--- config.mk ---
export PLATFORM = sky130hd
export DESIGN_NAME = ddram_req_arbiter
export DESIGN_NICKNAME = d
export VERILOG_FILES = /design/src/rtl/ddram_req_arbiter.sv
export SDC_FILE = /design/constraint.sdc
export NUM_CORES = 1
export LEC_CHECK = 0
export ABC_CLOCK_PERIOD_IN_PS = 1700
export BUFFER_PORTS_ARGS = -buffer_cell sky130_fd_sc_hd__buf_2
export CORE_UTILIZATION = 41
export DETAILED_ROUTE_END_ITERATION = 8
export PLACE_DENSITY_LB_ADDON = 0.12
export REMOVE_ABC_BUFFERS = 1
export SLEW_MARGIN = 20
export SYNTH_ARGS = -nofsm -noshare
export SYNTH_HDL_FRONTEND = slang
export SYNTH_SLANG_ARGS = --single-unit
--- constraint.sdc ---
create_clock -name MCLK -period 1.7 [get_ports MCLK]
set_clock_uncertainty 0.05 [all_clocks]
set_input_delay 0.34 -clock MCLK [delete_from_list [all_inputs] [get_ports MCLK]]
set_output_delay 0.34 -clock MCLK [all_outputs]
set_load 0.01 [all_outputs]
--- src/rtl/ddram_req_arbiter.sv ---
// ddram_req_arbiter
//   Shares one DDRAM toggle-handshake port among three requesters on clk_sys:
//   cartridge ROM reads (rd), ROM loader writes (ld) and backup RAM
//   load/save transfers (bk). Only one command is in flight at a time.
//   A requester is pending while its req toggle differs from its ack toggle.
//
// Ports
//   MCLK, RESET_N            system clock, synchronous active-low reset
//   rd_addr/rd_req           ROM read request; rd_ack/rd_dout return path
//   ld_addr/ld_din/ld_req    loader write request; ld_ack return toggle
//   bk_addr/bk_din/bk_we/    backup RAM read or write request;
//   bk_req                   bk_ack/bk_dout return path
//   mem_addr/mem_din/mem_we/ command to the ddram controller (toggle on mem_req)
//   mem_req
//   mem_ack/mem_dout         completion toggle and read data from the controller
module ddram_req_arbiter #(
   parameter int ADDR_W   = 24,
   parameter int MAX_WAIT = 15
) (
   input  logic              MCLK,
   input  logic              RESET_N,
   input  logic [ADDR_W-1:0] rd_addr,
   input  logic              rd_req,
   output logic              rd_ack,
   output logic [15:0]       rd_dout,
   input  logic [ADDR_W-1:0] ld_addr,
   input  logic [15:0]       ld_din,
   input  logic              ld_req,
   output logic              ld_ack,
   input  logic [ADDR_W-1:0] bk_addr,
   input  logic [15:0]       bk_din,
   input  logic              bk_we,
   input  logic              bk_req,
   output logic              bk_ack,
   output logic [15:0]       bk_dout,
   output logic [ADDR_W-1:0] mem_addr,
   output logic [15:0]       mem_din,
   output logic              mem_we,
   output logic              mem_req,
   input  logic              mem_ack,
   input  logic [15:0]       mem_dout
);

   localparam int CNT_W = $clog2(MAX_WAIT + 1);
   localparam logic [CNT_W-1:0] MAX_CNT = CNT_W'(MAX_WAIT);

   typedef enum logic [1:0] {IDLE, WAIT, DONE} state_t;
   typedef enum logic [1:0] {SEL_RD, SEL_LD, SEL_BK} sel_t;

   state_t           state, state_next;
   sel_t             winner, grant_sel;
   logic [CNT_W-1:0] starve_cnt;
   logic             pref_bk;   // 1: bk wins the next ld/bk tie
   logic             rd_pend, ld_pend, bk_pend, lb_pend;
   logic             force_lb, pick_bk, any_pend, mem_done;

   function automatic logic [CNT_W-1:0] sat_inc(input logic [CNT_W-1:0] c);
      return (c >= MAX_CNT) ? MAX_CNT : c + CNT_W'(1);
   endfunction

   always_comb begin
      rd_pend  = rd_req ^ rd_ack;
      ld_pend  = ld_req ^ ld_ack;
      bk_pend  = bk_req ^ bk_ack;
      lb_pend  = ld_pend | bk_pend;
      any_pend = rd_pend | lb_pend;
      mem_done = (mem_ack == mem_req);
      // Once rd has bypassed ld/bk MAX_WAIT times, ld/bk go first.
      force_lb = (starve_cnt == MAX_CNT) && lb_pend;
      pick_bk  = bk_pend && (!ld_pend || pref_bk);
      if (rd_pend && !force_lb)
         grant_sel = SEL_RD;
      else if (pick_bk)
         grant_sel = SEL_BK;
      else
         grant_sel = SEL_LD;

      state_next = state;
      case (state)
         IDLE:    if (any_pend) state_next = WAIT;
         WAIT:    if (mem_done) state_next = DONE;
         DONE:    state_next = IDLE;
         default: state_next = IDLE;
      endcase
   end

   always_ff @(posedge MCLK) begin
      if (!RESET_N)
         state <= IDLE;
      else
         state <= state_next;
   end

   always_ff @(posedge MCLK) begin
      if (!RESET_N) begin
         winner     <= SEL_RD;
         starve_cnt <= '0;
         pref_bk    <= 1'b0;
         mem_addr   <= '0;
         mem_din    <= '0;
         mem_we     <= 1'b0;
         mem_req    <= 1'b0;
         rd_ack     <= 1'b0;
         ld_ack     <= 1'b0;
         bk_ack     <= 1'b0;
         rd_dout    <= '0;
         bk_dout    <= '0;
      end else begin
         case (state)
            IDLE: begin
               if (any_pend) begin
                  winner  <= grant_sel;
                  mem_req <= ~mem_req;
                  case (grant_sel)
                     SEL_RD: begin
                        mem_addr <= rd_addr;
                        mem_we   <= 1'b0;
                        if (lb_pend) starve_cnt <= sat_inc(starve_cnt);
                     end
                     SEL_LD: begin
                        mem_addr   <= ld_addr;
                        mem_din    <= ld_din;
                        mem_we     <= 1'b1;
                        starve_cnt <= '0;
                        pref_bk    <= 1'b1;
                     end
                     default: begin
                        mem_addr   <= bk_addr;
                        mem_din    <= bk_din;
                        mem_we     <= bk_we;
                        starve_cnt <= '0;
                        pref_bk    <= 1'b0;
                     end
                  endcase
               end
            end
            WAIT: begin
               if (mem_done) begin
                  if (winner == SEL_RD) rd_dout <= mem_dout;
                  if (winner == SEL_BK && !mem_we) bk_dout <= mem_dout;
               end
            end
            DONE: begin
               case (winner)
                  SEL_RD:  rd_ack <= ~rd_ack;
                  SEL_LD:  ld_ack <= ~ld_ack;
                  default: bk_ack <= ~bk_ack;
               endcase
            end
            default: ;
         endcase
      end
   end

endmodule

==> summary.txt, run 1 <==
Outcome
  – Outcome: complete, but fails checks
  – Failing checks: setup timing

Die
  – Area enclosed by the die boundary: 9950 µm²
  – Area of the placeable core: 9240 µm²
  – I/O pin count: 204
  – Chip Height: 99.8 µm
  – Initial core utilization: 42.4%
  – Rows: 35
  – Width of the chip: 99.8 µm

Drt
  – Average vias per placed instance: 5.07
  – Total number of vias: 4084
  – Count of TritonRoute iterations in the first routing pass: 7
  – Initial DRC count: 182
  – WL per Instance: 14.7 µm
  – Number of nets still failing antenna checks after routing: 0
  – Post-route DRC violation count: 0
  – Total detailed-routing wirelength: 11.8 mm

Power
  – Worst ir drop on vdd: 419 µV
  – Total power per unit cell area: 994 nW/µm²
  – Power consumption: 0.00580 W
  – Leak Pwr: 2.90 nW

Logic synthesis
  – Number of enable-type register cells in the synthesized netlist: 0
  – Synth Register Bits: 86
  – Unique masters post-synth: 50
  – Sequential element share of the synthesized area: 43.9%
  – Cell count after synthesis: 426
  – Commonest register cell after synthesis: dfxtp_1
  – Share of synthesized registers carrying an async set or reset: 0%
  – Mean Syn Cell Area: 9.20 µm²
  – Total number of yosys warnings: 0
  – Post-synthesis instance area: 3920 µm²

Global route
  – Via count of the first global-routing pass: 3742
  – First-pass GRT wire length: 18.1 mm
  – Maximum number of pins on one net before global-route repair: 40
  – Aggregate global routing overflow: 0
  – Number of antenna violations at the first check in global routing: 0
  – Overall track demand over capacity in global routing: 22.7%

Clocking
  – CTS tree: built
  – Cell at the root of the clock tree: clkbuf_8
  – Clock slew at the register clock pins of the worst setup and hold paths: 0.10 ns
  – CTS Buf Count: 9
  – Count of hold buffers inserted by post-cts repair: 0
  – Sink count of the clock tree: 86
  – H-tree lvl count: 3
  – Clock buffer depth: 2
  – Clock latency on the worst-skew pair: 0.36 ns

Setup path
  – Arrival time at the worst endpoint: 1.91 ns
  – Kind of end point of the critical path: flip-flop
  – Required time of the worst setup path: 1.90 ns
  – Kind of critical path: flip-flop to flip-flop
  – Critical Path Start Type: flip-flop
  – Register-to-register setup slack: -0.008 ns
  – Maximum fanout count along the critical path: 10

STA
  – Slew Viols, Final: 0
  – Final worst path period share: 100%
  – Final Critical Period: 1.71 ns
  – Transition at the pin with the smallest max-transition slack: 0.406 ns
  – Upper clock frequency limit: 0.586 GHz
  – Worst path setup slack after routing: -0.00790 ns
  – Number of setup violations in the final report: 3
  – Unrepaired setup endpoints after global routing: true
  – Worst max-slew margin expressed relative to the limit: 72.9%
  – Count of endpoints failing hold in the final timing report: 0
  – Total negative slack: -0.0164 ns

Placed design
  – Post-Place Cells: 784
  – Detailed-placement wirelength estimate: 8.39 mm
  – Input/output buffers: 203
  – Placed Area: 5390 µm²
  – Global placer's final weighted congestion: 0.833

Final layout
  – Number of fillers in the final layout: 814
  – Cell area after layout: 5830 µm²
  – Fraction of layout cells with a size suffix above 1: 48.2%
  – Most frequent standard cell in the layout excluding fill and tap cells: buf_2
  – Nets: 800
  – Layout overhead on the synthesized area: 48.9%
  – Top library cells by usage in the layout, fill and taps aside: buf_2, dfxtp_1, nand2_1
  – Diodes inserted: 0
  – Non-filler cells, final: 806

Hold path
  – Worst min path class: input port to flip-flop

Flow run
  – Reported max-cap violation count: 0
-- registers in the layout, indices dropped and copies added, names as in the netlist --
register,count
state,2
starve_cnt,4
pref_bk,1
ld_ack,1
winner,2
bk_ack,1
rd_dout,16
mem_addr,24
bk_dout,16
mem_req,1
mem_din,16
rd_ack,1
mem_we,1
-- Yosys cell counts (3+ instances only) --
cell type	number	share of area [%]
dfxtp_1	86	44
nand2_1	68	6.5
nor2_1	61	5.8
mux2i_1	36	9.2
o21ai_0	26	3.3
a21oi_1	16	2.0
o221ai_1	15	3.4
a311oi_2	9	3.4
a41oi_1	9	2.0
nand3_1	8	1.0
clkbuf_1	7	0.67
a31oi_1	6	0.96
buf_2	6	0.77
buf_4	6	1.1
nand2b_1	6	0.96
nor3_1	6	0.77
o41ai_2	4	1.7
xnor2_1	4	0.89
xor2_1	4	0.89
a21boi_0	3	0.57
buf_1	3	0.29
buf_6	3	0.86
-- power breakdown --
group / switching (W) / internal [W]
registers: 0.000150 / 0.00227
logic: 0.00101 / 0.000924
clock network: 0.000863 / 0.000580
-- critical path: stages, from the launching register on --
cell      delay [ns]
dfxtp_2         0.37
ha_4            0.16
nand3_4         0.09
a221oi_4        0.38
nand2_2         0.14
buf_6           0.17
o221ai_1        0.17
a31oi_1         0.06
-- repair_timing --
item / in CTS / in global routing
setup buffers: 4 / 2
resized for setup: 13 / 26
pin swaps: 4 / 10
endpoints found under the setup margin: 42 / 42
cloned: 0 / 1
-- final timing paths --
kind	cells past startpoint	startpoint	endpoint
max	7	starve_cnt[0]	mem_addr[23]
min	3	mem_dout[5]	rd_dout[5]
max reg2reg	7	starve_cnt[0]	mem_addr[23]
min reg2reg	2	mem_din[0]	mem_din[0]
-- layout make-up --
cell class | instances | area, µm² | share of cell area [%]
multi-input cells | 314 | 2180 | 37.4
well taps | 129 | 161 | 2.77
inverters | 1 | 3.75 | 0.0643
repair buffers | 260 | 1560 | 26.7
flip-flops and latches | 86 | 1730 | 29.7
clock inverters | 7 | 73.8 | 1.27
clock buffers | 9 | 124 | 2.12
-- metrics by stage --
step / util, % / hold WS (ns) / setup WS [ns]
6_report: 63.1 / 0.161 / -0.00790
3_3_place_gp: 58.4 / 0.385 / -0.0735
5_1_grt: 63.1 / 0.159 / -0.0887
2_1_floorplan: - / 0.408 / -0.892
4_1_cts: 61.4 / 0.145 / 0.0129
3_5_place_dp: 58.4 / 0.394 / -0.135
-- per-layer routing --
metal | GRT usage (%) | part of all wire, % | routed length [µm]
met5 | 0 | 0 | 0
met2 | 38.5 | 49 | 5780
met4 | 9.28 | 1.8 | 210
met1 | 28.3 | 43 | 5130
met3 | 4.29 | 5.9 | 696
-- kinds of logic (layout without fill, tap and decap cells) --
family / Yosys count / count (layout) / share of synthesized area [%]
buf+inv: 26 / 277 / 3.83
compound gates: 103 / 103 / 21.5
flops: 86 / 86 / 43.9
fa+ha+maj: 1 / 1 / 0.319
mux: 36 / 36 / 9.20
xor+xnor: 11 / 11 / 3.32
simple gates: 163 / 163 / 17.9
Power figures use the tool's default switching activity.
==> run 2: changes to the inputs <==
--- a/config.mk
+++ b/config.mk
@@ -6,7 +6,7 @@
 export NUM_CORES = 1
 export LEC_CHECK = 0
 export ABC_CLOCK_PERIOD_IN_PS = 1700
-export BUFFER_PORTS_ARGS = -buffer_cell sky130_fd_sc_hd__buf_2
+export BUFFER_PORTS_ARGS = -buffer_cell sky130_fd_sc_hd__buf_4
 export CORE_UTILIZATION = 41
 export DETAILED_ROUTE_END_ITERATION = 8
 export PLACE_DENSITY_LB_ADDON = 0.12
==> run 2 against run 1 <==
The flow now finishes without violations. Hold slack improved by 0.0023 ns. Register-to-register slack better by 0.03 ns. Core utilization grew 7.8 points. Global-route usage up 1.7 points. Sequential cell count stayed put. Design area is 12% higher. Setup slack improved by 0.030 ns. Sequential power barely moved. Clock power about the same. Critical path depth up 1. Non-clock buffer count rose by 8. Wire length up 9.6%. Critical endpoint is now winner[1].
==> summary.txt, run 2 (same netlist as run 1, synthesis figures left out) <==
Outcome
  – Outcome: completed

Die
  – Width of the chip: 99.8 µm (unchanged)
  – I/O pin count: 204 (unchanged)
  – Initial core utilization: 42.4% (unchanged)
  – Rows: 35 (unchanged)
  – Chip Height: 99.8 µm (unchanged)
  – Area of the placeable core: 9240 µm² (unchanged)
  – Area enclosed by the die boundary: 9950 µm² (unchanged)

Final layout
  – Diodes inserted: 0 (unchanged)
  – Top library cells by usage in the layout, fill and taps aside: buf_4, dfxtp_1, nand2_1
  – Flip-flop count of the largest register after layout: 24 (unchanged)
  – Most frequent standard cell in the layout excluding fill and tap cells: buf_4
  – Non-filler cells, final: 814 (+0.99%)
  – Fraction of layout cells with a size suffix above 1: 49.9% (+1.8 points)
  – Nets: 808 (+1.0%)
  – Layout overhead on the synthesized area: 67.3%
  – Largest Register: mem_addr

Placed design
  – Post-Place Cells: 786 (+0.26%)
  – Input/output buffers: 203 (unchanged)
  – Detailed-placement wirelength estimate: 8.95 mm (+6.7%)
  – Global placer's final weighted congestion: 0.878 (+5.5%)

STA
  – Final worst path period share: 98.7% (-1.8 points)
  – Unrepaired setup endpoints after global routing: true
  – Transition at the pin with the smallest max-transition slack: 0.419 ns (+0.0125 ns)
  – Final Critical Period: 1.68 ns (-0.0300 ns)
  – Upper clock frequency limit: 0.596 GHz (+1.8%)
  – Slew Viols, Final: 0 (unchanged)
  – Total negative slack: 0 ns (+0.0164 ns)
  – Worst max-slew margin expressed relative to the limit: 71.7% (-1.2 points)
  – Worst hold margin: 0.163 ns (+0.00227 ns)
  – Number of setup violations in the final report: 0 (-3)
  – Count of endpoints failing hold in the final timing report: 0 (unchanged)

Global route
  – Overall track demand over capacity in global routing: 24.4% (+1.7 points)
  – First-pass GRT wire length: 19.3 mm (+7.0%)
  – Via count of the first global-routing pass: 4138 (+11%)
  – Maximum number of pins on one net before global-route repair: 32 (-20%)
  – Aggregate global routing overflow: 0 (unchanged)
  – Number of antenna violations at the first check in global routing: 0 (unchanged)

Drt
  – Total detailed-routing wirelength: 12.9 mm (+9.6%)
  – Count of TritonRoute iterations in the first routing pass: 4 (-3)
  – Initial DRC count: 106 (-42%)
  – WL per Instance: 15.9 µm (+8.5%)
  – Post-route DRC violation count: 0 (unchanged)
  – Total number of vias: 4170 (+2.1%)
  – Average vias per placed instance: 5.12 (+1.1%)
  – Number of nets still failing antenna checks after routing: 0 (unchanged)

Clocking
  – Clock buffer depth: 2 (unchanged)
  – Clock latency on the worst-skew pair: 0.37 ns (about the same)
  – Cell at the root of the clock tree: clkbuf_8
  – CTS tree: built
  – Sink count of the clock tree: 86 (unchanged)
  – Clock slew at the register clock pins of the worst setup and hold paths: 0.11 ns (about the same)
  – CTS Buf Count: 9 (unchanged)
  – H-tree lvl count: 3 (unchanged)
  – Count of hold buffers inserted by post-cts repair: 0 (unchanged)

Flow run
  – Reported max-cap violation count: 0 (unchanged)

Power
  – Net switching component of the power: 0.00214 W (+5.9%)
  – Share of total power consumed by net switching: 34.4% (-0.53 points)
  – Power consumption: 0.00623 W (+7.5%)
  – Worst ir drop on vdd: 490 µV (+17%)
  – Leak Pwr: 3.09 nW (+6.5%)
  – Total power per unit cell area: 951 nW/µm² (-4.3%)
  – Relative contribution of sequential cells to total power: 39.1% (-2.6 points)
  – Fraction of power consumed by the clock network: 23.2% (-1.7 points)
  – Internal power contribution: 0.00409 W (+8.4%)
  – Portion of total power attributed to combinational logic: 37.7% (+4.3 points)

Setup path
  – Kind of critical path: flip-flop to flip-flop
  – Maximum fanout count along the critical path: 4 (-6)
  – Kind of end point of the critical path: flip-flop
  – Arrival time at the worst endpoint: 1.91 ns (about the same)
  – Required time of the worst setup path: 1.94 ns (+0.04 ns)
  – Critical Path Start Type: flip-flop

Hold path
  – Worst min path class: input port to flip-flop
-- run 2: cell count changes in the layout (fill, tap and decap cells not counted), sizes merged --
cell    before  now
clkinv       3    4
clkbuf      10   12
inv          5    4
buf        259  265
-- run 2: per-stage QoR --
step / instance area (µm²) / setup slack, ns / util [%]
after floorplan: 3770 / -0.892 / -
after global placement: 5920 / -0.132 / 64.0
after detailed placement: 5920 / -0.165 / 64.0
after CTS: 6210 / 0.00479 / 67.2
after global routing: 6550 / -0.0802 / 70.9
final: 6550 / 0.0221 / 70.9
-- run 2: power by group through the flow --
stage | clock (W) | sequential (W) | combinational [W]
floorplan | 0 | 0.00256 | 0.000816
global placement | 0 | 0.00245 | 0.00199
detailed placement | 0 | 0.00247 | 0.00203
CTS | 0.00148 | 0.00242 | 0.00206
global route | 0.00156 | 0.00247 | 0.00251
finish | 0.00145 | 0.00244 | 0.00235
-- run 2: final timing paths --
kind | end | startpoint | cells after the start | slack [ns]
min | rd_dout[5] | mem_dout[5] | 3 | 0.16
max reg2reg | winner[1] | ld_ack | 8 | 0.02
min reg2reg | mem_din[0] | mem_din[0] | 2 | 0.40
max | winner[1] | ld_ack | 8 | 0.02
-- run 2: worst max-delay path, stage by stage (launching register included) --
cell	delay, ns
dfxtp_4	0.40
xnor2_4	0.24
buf_6	0.16
nand2_2	0.10
buf_4	0.16
o21ai_2	0.15
buf_4	0.15
nand2_1	0.05
a21oi_1	0.15
-- run 2: what timing repair did --
action                     4_1_cts  5_1_grt
cloned                           0        4
setup endpoints to repair       40       46
gates resized for setup         17       44
setup buffers                    2        7
pin swaps                        4       13
-- run 2: layout make-up --
class                   count  area, µm²
fillers                   724       2690
multi-input cells         314       2260
repair buffers            268       2200
flip-flops and latches     86       1740
well taps                 129        161
clock buffers               9        124
clock inverters             7       76.3
inverters                   1       3.75
-- run 2: layer usage --
layer | routed length (µm) | global-route usage [%] | share of wire (%)
met1 | 5240 | 28.6 | 41
met2 | 6700 | 44.0 | 52
met3 | 760 | 5.13 | 5.9
met4 | 240 | 8.03 | 1.9
met5 | 0 | 0 | 0
